$ cat config.mk
export PLATFORM = sky130hd
export DESIGN_NAME = inst_fetch_req_way0
export DESIGN_NICKNAME = d
export VERILOG_FILES = /design/src/rtl/inst_fetch_req_way0.sv
export SDC_FILE = /design/constraint.sdc
export NUM_CORES = 1
export LEC_CHECK = 0
export ABC_CLOCK_PERIOD_IN_PS = 2450
export CAP_MARGIN = 20
export CORE_AREA = 8 8 118 120
export CTS_CLUSTER_DIAMETER = 40
export CTS_CLUSTER_SIZE = 28
export DETAILED_ROUTE_END_ITERATION = 8
export DIE_AREA = 0 0 126 128
export GPL_TIMING_DRIVEN = 0
export HOLD_SLACK_MARGIN = 0.05
export PLACE_DENSITY = 0.83
export SLEW_MARGIN = 25
export SYNTH_ARGS = -nofsm -noshare
export SYNTH_HDL_FRONTEND = slang
export SYNTH_SLANG_ARGS = --single-unit
$ cat constraint.sdc
create_clock -name clk -period 2.45 [get_ports clk]
set_input_delay 0.245 -clock clk [delete_from_list [all_inputs] [get_ports clk]]
set_output_delay 0.245 -clock clk [all_outputs]
set_load 0.05 [all_outputs]
$ cat src/rtl/inst_fetch_req_way0.sv
// Way-0 fetch-request stage: owns the way-0 PC, issues single-outstanding
// imem requests and forwards each returned instruction as a one-cycle pulse.
module inst_fetch_req_way0 #(
  parameter logic [31:0] RESET_PC = 32'h8000_0000,
  parameter logic [31:0] PC_STEP  = 32'd8
) (
  input  logic        clk,
  input  logic        reset_n,
  input  logic        ready_i,
  input  logic        jumpFlag_i,
  input  logic [31:0] jumpAddr_i,
  output logic        imem_req_o,
  output logic [31:0] imem_addr_o,
  input  logic        imem_gnt_i,
  input  logic        imem_rvalid_i,
  input  logic [31:0] imem_rdata_i,
  output logic        valid_o,
  output logic [31:0] inst_o,
  output logic [31:0] instAddr_o
);

  localparam int unsigned XLEN = 32;

  typedef enum logic [1:0] {
    S_IDLE    = 2'd0,
    S_REQ     = 2'd1,
    S_WAIT    = 2'd2,
    S_DISCARD = 2'd3
  } state_e;

  state_e            state_q;
  logic [XLEN-1:0]   pc_q;
  logic [XLEN-1:0]   pc_inc_d;
  logic [XLEN-1:0]   req_addr_q;
  logic [XLEN-1:0]   jump_tgt_d;
  logic              valid_q;
  logic [XLEN-1:0]   inst_q;
  logic [XLEN-1:0]   inst_addr_q;
  logic              grant_d;

  // Request is only raised while the fetch buffer has reserved a slot.
  assign imem_req_o  = (state_q == S_REQ) && ready_i;
  assign imem_addr_o = pc_q;
  assign valid_o     = valid_q;
  assign inst_o      = inst_q;
  assign instAddr_o  = inst_addr_q;

  always_comb begin
    jump_tgt_d = jumpAddr_i & ~XLEN'(3);
    pc_inc_d   = pc_q + PC_STEP;
    grant_d    = imem_req_o && imem_gnt_i;
  end

  // A jump always wins the pc; a response that coincides with a jump, or that
  // belongs to a request granted before the jump, is dropped via DISCARD.
  always_ff @(posedge clk or negedge reset_n) begin
    if (!reset_n) begin
      state_q     <= S_IDLE;
      pc_q        <= RESET_PC;
      req_addr_q  <= RESET_PC;
      valid_q     <= 1'b0;
      inst_q      <= '0;
      inst_addr_q <= '0;
    end else begin
      valid_q <= 1'b0;
      if (jumpFlag_i) begin
        pc_q <= jump_tgt_d;
      end
      case (state_q)
        S_IDLE: begin
          state_q <= S_REQ;
        end
        S_REQ: begin
          if (grant_d) begin
            req_addr_q <= pc_q;
            state_q    <= jumpFlag_i ? S_DISCARD : S_WAIT;
          end
        end
        S_WAIT: begin
          if (imem_rvalid_i) begin
            state_q <= S_REQ;
            if (!jumpFlag_i) begin
              valid_q     <= 1'b1;
              inst_q      <= imem_rdata_i;
              inst_addr_q <= req_addr_q;
              pc_q        <= pc_inc_d;
            end
          end else if (jumpFlag_i) begin
            state_q <= S_DISCARD;
          end
        end
        S_DISCARD: begin
          if (imem_rvalid_i) begin
            state_q <= S_REQ;
          end
        end
        default: begin
          state_q <= S_IDLE;
        end
      endcase
    end
  end

endmodule
-- Word-level counts from Yosys, hierarchy flattened
Index checks and enable logic that the tools add are counted.
- input port bits: 70
- bits in registers: 131
- bitwise logic cells: 1
- add/subtract/negate cells: 1
- mux-type cells: 13
- eq/ne operators: 6
- reduce and logical (&&, ||, !) cells: 6
- operators by type and width (kind ; count):
    two-way mux 32 bit ; 4
    adder 32 x 4 -> 32 bit (second input constant) ; 1
    two-way mux 2 bit ; 4
    one-hot mux 2 bit (4 select lines) ; 1
    AND reduction 3 bit ; 2
    equality test 2 bit (second input constant) ; 2
    two-way mux 1 bit ; 4
    inequality test 2 bit (second input constant) ; 2
    inequality test 3 bit (second input constant) ; 1
    equality test 2 x 1 -> 1 bit (second input constant) ; 1
    logical AND 1 bit ; 2
    zero test 2 bit ; 1
    AND reduction 2 bit ; 1
    NOT 1 bit ; 1

-- Logic depth before layout (Yosys ltp)
Gate-level depths: netlist of run 1.
- depth in word-level cells: 5
- mapped depth: 9
- mapped depth without buffers: 6

-- Least setup slack after synthesis of run 1
Ideal clock, no wire load.
- path kind: reg2reg
- from: register pc_q[7] (netlist: imem_addr_o[7])
- to: register pc_q[22] (netlist: imem_addr_o[22])
- path buffers: 0
- library setup time: 0.082 ns
- cell stages (with the launch flop): 5
- data required time: 2.368 ns
- path slack: 0.202 ns
- data arrival time: 2.166 ns
- path through: dfrtp_1 -> nand4_2 -> or4_4 -> or4_1 -> a31oi_1
- longest elaborated chain between the ends: 4
- ends and longest elaborated chain (element ; line ; RTL):
    start: declaration ; 32 ; logic [XLEN-1:0] pc_q;
    start signal: assignment ; 67 ; pc_q <= jump_tgt_d;
    start signal: assignment ; 86 ; pc_q <= pc_inc_d;
    adder 32 x 4 -> 32 bit ; 50 ; pc_inc_d = pc_q + PC_STEP;
    two-way mux 32 bit ; 82 ; if (!jumpFlag_i) begin
    two-way mux 32 bit ; 80 ; if (imem_rvalid_i) begin
    two-way mux 32 bit ; 69 ; case (state_q)
Every way passes these cells.
A chain may end at the register's enable or synchronous reset.

-- Final worst setup path of run 1
- from: register state_q[1]
- to: output port imem_req_o
- longest elaborated chain between the ends: 2
- ends and longest elaborated chain (element ; line ; RTL):
    start: declaration ; 31 ; state_e state_q;
    start signal: assignment ; 76 ; state_q <= jumpFlag_i ? S_DISCARD : S_WAIT;
    equality test 2 x 1 -> 1 bit ; 42 ; assign imem_req_o = (state_q == S_REQ) && ready_i;
    logical AND 1 bit ; 42 ;
    end: declaration ; 12 ; output logic imem_req_o,
Every way passes these cells.

==> results of run 1 <==
-- cell usage in the layout (no fill, tap or decap), drive strengths merged, types with 5 or more instances in the layout --
cell type / instances
dfrtp: 129
clkbuf: 42
nand2: 217
or3: 13
nand3: 10
or4: 6
a31oi: 18
inv: 8
xnor2: 5
buf: 11
nor2: 21
o21ai: 25
nand4: 8
mux2: 32
clkinv: 7
xor2: 5
clkdlybuf4s50: 163
-- final cells by class --
| cell class | count | area share (%) |
|---|---|---|
| clock inverters | 11 | 1.66 |
| repair buffers | 166 | 21.1 |
| multi-input cells | 391 | 26.0 |
| well taps | 150 | 2.35 |
| flip-flops and latches | 131 | 41.1 |
| inverters | 8 | 0.376 |
| clock buffers | 21 | 5.89 |
| plain buffers | 30 | 1.54 |
-- logic make-up after synthesis --
group	synth area share (%)
AOI/OAI and AO/OA	5.66
xor gates and xnor gates	1.59
and+or+nand+nor	22.5
adders and majority gates	0.910
buffers and inverters	2.77
muxes	6.91
DFF	59.6
-- layer usage --
layer | share of wire [%] | vias up
met5 | 0 | -
li1 | - | 2233
met3 | 7.1 | 30
met4 | 2.3 | 0
met2 | 49 | 189
met1 | 42 | 2303
-- metrics by stage --
step	util (%)	cell area, um^2	TNS (ns)	instances
2_1_floorplan	-	5500	0	560
6_report	65.4	7990	0	908
3_5_place_dp	60.3	7360	0	875
3_3_place_gp	60.1	7330	-482.47	874
4_1_cts	65.3	7980	0	908
5_1_grt	65.4	7990	0	908
-- synthesized netlist by cell type, drive strengths merged, types with 6 or more instances --
| cell type | instances | area share, % |
|---|---|---|
| o21ai | 25 | 2.3 |
| buf | 9 | 0.80 |
| mux2 | 32 | 6.5 |
| nor2 | 21 | 1.4 |
| a31oi | 18 | 2.0 |
| clkbuf | 21 | 1.4 |
| or3 | 13 | 1.5 |
| nand2 | 217 | 15 |
| or4 | 6 | 0.95 |
| inv | 8 | 0.55 |
| dfrtp | 129 | 59 |
| nand4 | 8 | 1.0 |
| nand3 | 10 | 0.91 |
-- report_power, final --
part	switching, uW	total, uW	internal [uW]
Combinational	2800	4280	1480
Sequential	514	3470	2960
Clock	889	2560	1670
Total	4200	10300	6110
-- state kept, by name, indices dropped and copies added, names as in the netlist --
name and count:
imem_addr_o 32, instAddr_o 32, inst_o 32, req_addr_q 32, state_q 2, valid_o 1
-- worst max-delay path by stage --
stage | start | end | slack, ns | cells after the start
5_1_grt | state_q[0]$_DFFE_PN0P_ | instAddr_o[23]$_DFFE_PN0P_ | 0.002 | 9
2_1_floorplan | imem_addr_o[7]$_DFF_PN0_ | imem_addr_o[22]$_DFF_PN0_ | 0.20 | 4
3_5_place_dp | imem_rvalid_i | imem_addr_o[30]$_DFF_PN0_ | 0.02 | 6
3_3_place_gp | reset_n | req_addr_q[7]$_DFFE_PN0P_ | -3.71 | 1
4_1_cts | state_q[0]$_DFFE_PN0P_ | imem_addr_o[30]$_DFF_PN0_ | 0.09 | 8
6_report | state_q[1]$_DFFE_PN0P_ | imem_req_o | 0.12 | 4
-- what timing repair did --
action                                  CTS  global route
setup buffers                             0             0
hold endpoints to repair                 32             0
gates resized for setup                   0             1
hold buffers                              1             0
endpoints found under the setup margin    0             4
==> summary.md, run 1 <==
| Metric | Value |
|---|---|
| Status | `finished clean` |
| Yosys Warn Count | `0` |
| First-pass GRT wire length | `24300 um` |
| Residual DRC | `0` |
| Hold Slack | `0.247 ns` |
| Post-route ant nets | `0` |
| Worst Setup Start Kind | `register` |
| Worst reg2reg startpoint | `state_q[0]$_DFFE_PN0P_` |
| Final #Nets | `819` |
| Pwr/cell area | `1290 nW/um^2` |
| Total Routing Usage GR | `18.8%` |
| CTS tree | `done` |
| Worst-Skew Late Latency | `0.41 ns` |
| Mapped Area | `5500 um^2` |
| Hold Path Depth | `2` |
| MaxCap Viol Count | `0` |
| Area of the multi-input gates | `2080 um^2` |
| Critical-path cell list | `inv_1 -> ha_1 -> and2_1 -> clkdlybuf4s50_1` |
| Met2 usage | `32.1%` |
| Leakage | `0.00360 uW` |
| Post-synth EDFFs | `0` |
| Hold Vio Cnt, Final | `0` |
| Sequential share of the synthesized area | `59.6%` |
| Asr flop ratio synth | `100%` |
| Least-Margin Pin Slew | `0.569 ns` |
| Final Skew | `0.00643 ns` |
| Place WS | `0.0206 ns` |
| Hold WC Path Type | `input port to register` |
| Final Setup Violations | `0` |
| Mapped Cells | `560` |
| Critical path endpoint category | `primary output` |
| Clk slew on worst S/H paths | `0.05 ns` |
| Wirelength, routed | `15200 um` |
| Vias in the first global route | `4929` |
| Flops & latches, synth | `131` |
| Final Power | `10300 uW` |
| Hold_sp | `jumpFlag_i` |
| TritonCTS Buffers | `17` |
| Initial Util | `45.1%` |
| Iteration-0 DRC Markers | `403` |
| Max Root-Sink Buffers | `2` |
| Layer carrying the most global-route usage | `met2` |
| Fillcell total | `982` |
| Buf/Inv on CP | `2` |
| Via count | `4755` |
| Detailed-router iteration count before antenna repair | `5` |
| Total area of sequential cells | `3280 um^2` |
| Area delta synth->final | `45.1%` |
| Max Slew Vio Count | `0` |
| Worst setup margin | `0.122 ns` |
| R2r worst-path depth | `8` |
| Fraction of layout cells with a size suffix above 1 | `10.0%` |
| Slowest-stage cell, CP | `clkdlybuf4s50_1` |
| WHS Endpoint | `imem_addr_o[1]$_DFFE_PN0N_` |
| Chip height | `128 um` |
| H-tree depth | `4` |
| RePlAce Congestion | `0.840` |
| Slew headroom | `61.9%` |
| Critical path type | `register to primary output` |
| Clock root buffer | `clkbuf_16` |
| Slowest stage delay, CP | `0.81 ns` |
| WP data arrival | `2.08 ns` |
| GR Overflow Total | `0` |
| Delay-heaviest family, CP | `buffers and inverters` |
| Routed len/inst | `16.7 um` |
| M3 GR Usage | `5.45%` |
| RR Endpoint | `imem_addr_o[19]$_DFF_PN0_` |
| Number of antenna diodes | `0` |
| IO Port Bufs | `164` |
| Reg2Reg Setup Slack | `0.13 ns` |
| Largest net degree at the start of global routing | `100` |
| CP required | `2.20 ns` |
| Drt via density | `5.24` |
| Final Cycle Share | `95.0%` |
| Mean Syn Cell Area | `9.83 um^2` |
| Peak VDD IR | `0.429 mV` |
| Syn_nets | `634` |
| Final HPWL DP | `11400 um` |
| Fin crit period | `2.33 ns` |
| Die span in x | `126 um` |
| Antenna violations before repair | `0` |
| RSZ-0062 raised after global routing | `no` |
| CTS sink count | `131` |
| Row count | `41` |
| Grt met1 use | `21.6%` |
| Distinct cells, synth | `36` |
| Core Region | `12200 um^2` |
| Max Clock Freq | `430 MHz` |
| Crit path max fanout | `4` |
| Die ar. | `16100 um^2` |
| IO Pins | `168` |
| Top_reg_cell synth | `dfrtp_1` |
No activity file was read; power rests on OpenSTA's default activity.
==> run 2, diff against run 1 <==
--- a/config.mk
+++ b/config.mk
@@ -15,6 +15,7 @@
 export GPL_TIMING_DRIVEN = 0
 export HOLD_SLACK_MARGIN = 0.05
 export PLACE_DENSITY = 0.83
+export RECOVER_POWER = 25
 export SLEW_MARGIN = 25
 export SYNTH_ARGS = -nofsm -noshare
 export SYNTH_HDL_FRONTEND = slang
==> summary.md, run 2 (same netlist as run 1, synthesis figures left out) <==
| Metric | Value |
|---|---|
| Final std cells w/o fill | `908` |
| Die ar. | `16100 um^2` |
| Max Clock Freq | `428 MHz` |
| Final #Nets | `819` |
| Final Cycle Share | `95.3%` |
| IO Pins | `168` |
| Part of the power in registers | `33.7%` |
| Vias in the first global route | `4929` |
| Hold WC Path Type | `input port to register` |
| Peak VDD IR | `0.429 mV` |
| Largest net degree at the start of global routing | `100` |
| Status | `finished, violations left` |
| Area of the multi-input gates | `2080 um^2` |
| Slowest-stage cell, CP | `or4_4` |
| Final Skew | `0.00574 ns` |
| Drt via density | `5.18` |
| Crit path max fanout | `10` |
| Most common cell after layout, fill and taps aside | `nand2_1` |
| Routed len/inst | `16.7 um` |
| Area delta synth->final | `45.1%` |
| Max Slew Vio Count | `33` |
| Chip height | `128 um` |
| Die span in x | `126 um` |
| Core Region | `12200 um^2` |
| Hold Vio Cnt, Final | `0` |
| Worst-Skew Late Latency | `0.41 ns` |
| H-tree depth | `4` |
| Slew headroom | `-0.647%` |
| IO Port Bufs | `164` |
| Placed Cells | `875` |
| Post-route ant nets | `0` |
| Hold Slack | `0.253 ns` |
| Worst Setup Start Kind | `register` |
| Final Setup Violations | `0` |
| Critical path type | `register to register` |
| RePlAce Congestion | `0.840` |
| P_sw | `4200 uW` |
| Pwr/cell area | `1290 nW/um^2` |
| Residual DRC | `0` |
| CTS sink count | `131` |
| CP required | `2.78 ns` |
| Total Routing Usage GR | `18.8%` |
| Clock root buffer | `clkbuf_16` |
| Leakage | `0.00361 uW` |
| Most frequent cells in the layout | `nand2_1, clkdlybuf4s50_1, dfrtp_1` |
| Fin crit period | `2.33 ns` |
| Critical-path cell list | `inv_1 -> ha_1 -> buf_2 -> nand3_1 -> or4_4 -> buf_2 -> or3_1 -> a31oi_1` |
| Fraction of layout cells with a size suffix above 1 | `9.89%` |
| First-pass GRT wire length | `24300 um` |
| GR Overflow Total | `0` |
| Antenna violations before repair | `0` |
| Initial Util | `45.1%` |
| Max Root-Sink Buffers | `2` |
| Wirelength, routed | `15100 um` |
| Iteration-0 DRC Markers | `393` |
| Combinational share of power | `41.5%` |
| Internal power | `6110 uW` |
| MaxCap Viol Count | `1` |
| Delay-heaviest family, CP | `simple AND/OR/NAND/NOR gates` |
| Slowest stage delay, CP | `0.52 ns` |
| TritonCTS Buffers | `17` |
| WP data arrival | `2.66 ns` |
| Total area of sequential cells | `3280 um^2` |
| Row count | `41` |
| Critical path endpoint category | `register` |
| Postcts setup bufs | `0` |
| Failing checks | `capacitance limit, slew limit` |
| Clock group share of total power | `24.8%` |
| Number of antenna diodes | `0` |
| Detailed-router iteration count before antenna repair | `5` |
| Via count | `4705` |
| Fillcell total | `982` |
| Switching share of power | `40.8%` |
| CTS tree | `done` |
| Most used cell, CP | `buf_2` |
| Clk slew on worst S/H paths | `0.05 ns` |
| Buf/Inv on CP | `3` |
| Least-Margin Pin Slew | `1.51 ns` |
| Final HPWL DP | `11400 um` |
| RSZ-0062 raised after global routing | `no` |
## run 2: path summary, 6_finish.rpt
kind                                         endpoint  cells past startpoint  slack [ns]                      start
setup / recovery            imem_addr_o[19]$_DFF_PN0_                      8        0.12     state_q[0]$_DFFE_PN0P_
hold / removal             imem_addr_o[0]$_DFFE_PN0N_                      2        0.25                 jumpFlag_i
setup reg to reg            imem_addr_o[19]$_DFF_PN0_                      8        0.12     state_q[0]$_DFFE_PN0P_
hold reg to reg             instAddr_o[3]$_DFFE_PN0P_                      2        0.46  req_addr_q[3]$_DFFE_PN0P_
max in group asynchronous  req_addr_q[31]$_DFFE_PN1P_                      3        0.48                    reset_n
min in group asynchronous      inst_o[22]$_DFFE_PN0P_                      2        0.83                    reset_n
## run 2: layer usage
| metal | global-route usage, % | wire length, um | vias up |
|---|---|---|---|
| li1 | - | - | 2235 |
| met1 | 21.6 | 6330 | 2250 |
| met2 | 32.1 | 7440 | 189 |
| met3 | 5.45 | 1030 | 31 |
| met4 | 8.63 | 349 | 0 |
| met5 | 0 | 0 | - |
## run 2: power groups by stage
| stage | clock [uW] | sequential, uW | combinational [uW] |
|---|---|---|---|
| finish | 2550 | 3470 | 4280 |
| global route | 2680 | 3560 | 4510 |
| CTS | 2590 | 3470 | 4320 |
| detailed placement | 0 | 3500 | 4300 |
| global placement | 0 | 3450 | 4200 |
| floorplan | 0 | 5210 | 931 |
## run 2: through the flow
step	worst slack [ns]	setup TNS [ns]	utilization (%)	cell area, um^2	total power [uW]
floorplan	0.202	0	-	5500	6140
global placement	-3.71	-482.47	60.1	7330	7650
detailed placement	0.0206	0	60.3	7360	7810
CTS	0.0945	0	65.3	7980	10400
global route	0.00229	0	65.4	7980	10800
finish	0.116	0	65.4	7980	10300
## run 2: what timing repair did
action                                  CTS  global route
endpoints found under the setup margin    0             4
endpoints found under the hold margin    32             0
hold buffers                              1             0
resized for setup                         0             1
## run 2: cell type report
| cell class | instances | share of cell area [%] |
|---|---|---|
| clock inverters | 11 | 1.66 |
| plain buffers | 30 | 1.54 |
| well taps | 150 | 2.35 |
| inverters | 8 | 0.376 |
| clock buffers | 21 | 5.89 |
| flip-flops and latches | 131 | 41.1 |
| multi-input cells | 391 | 26.0 |
| repair buffers | 166 | 21.1 |
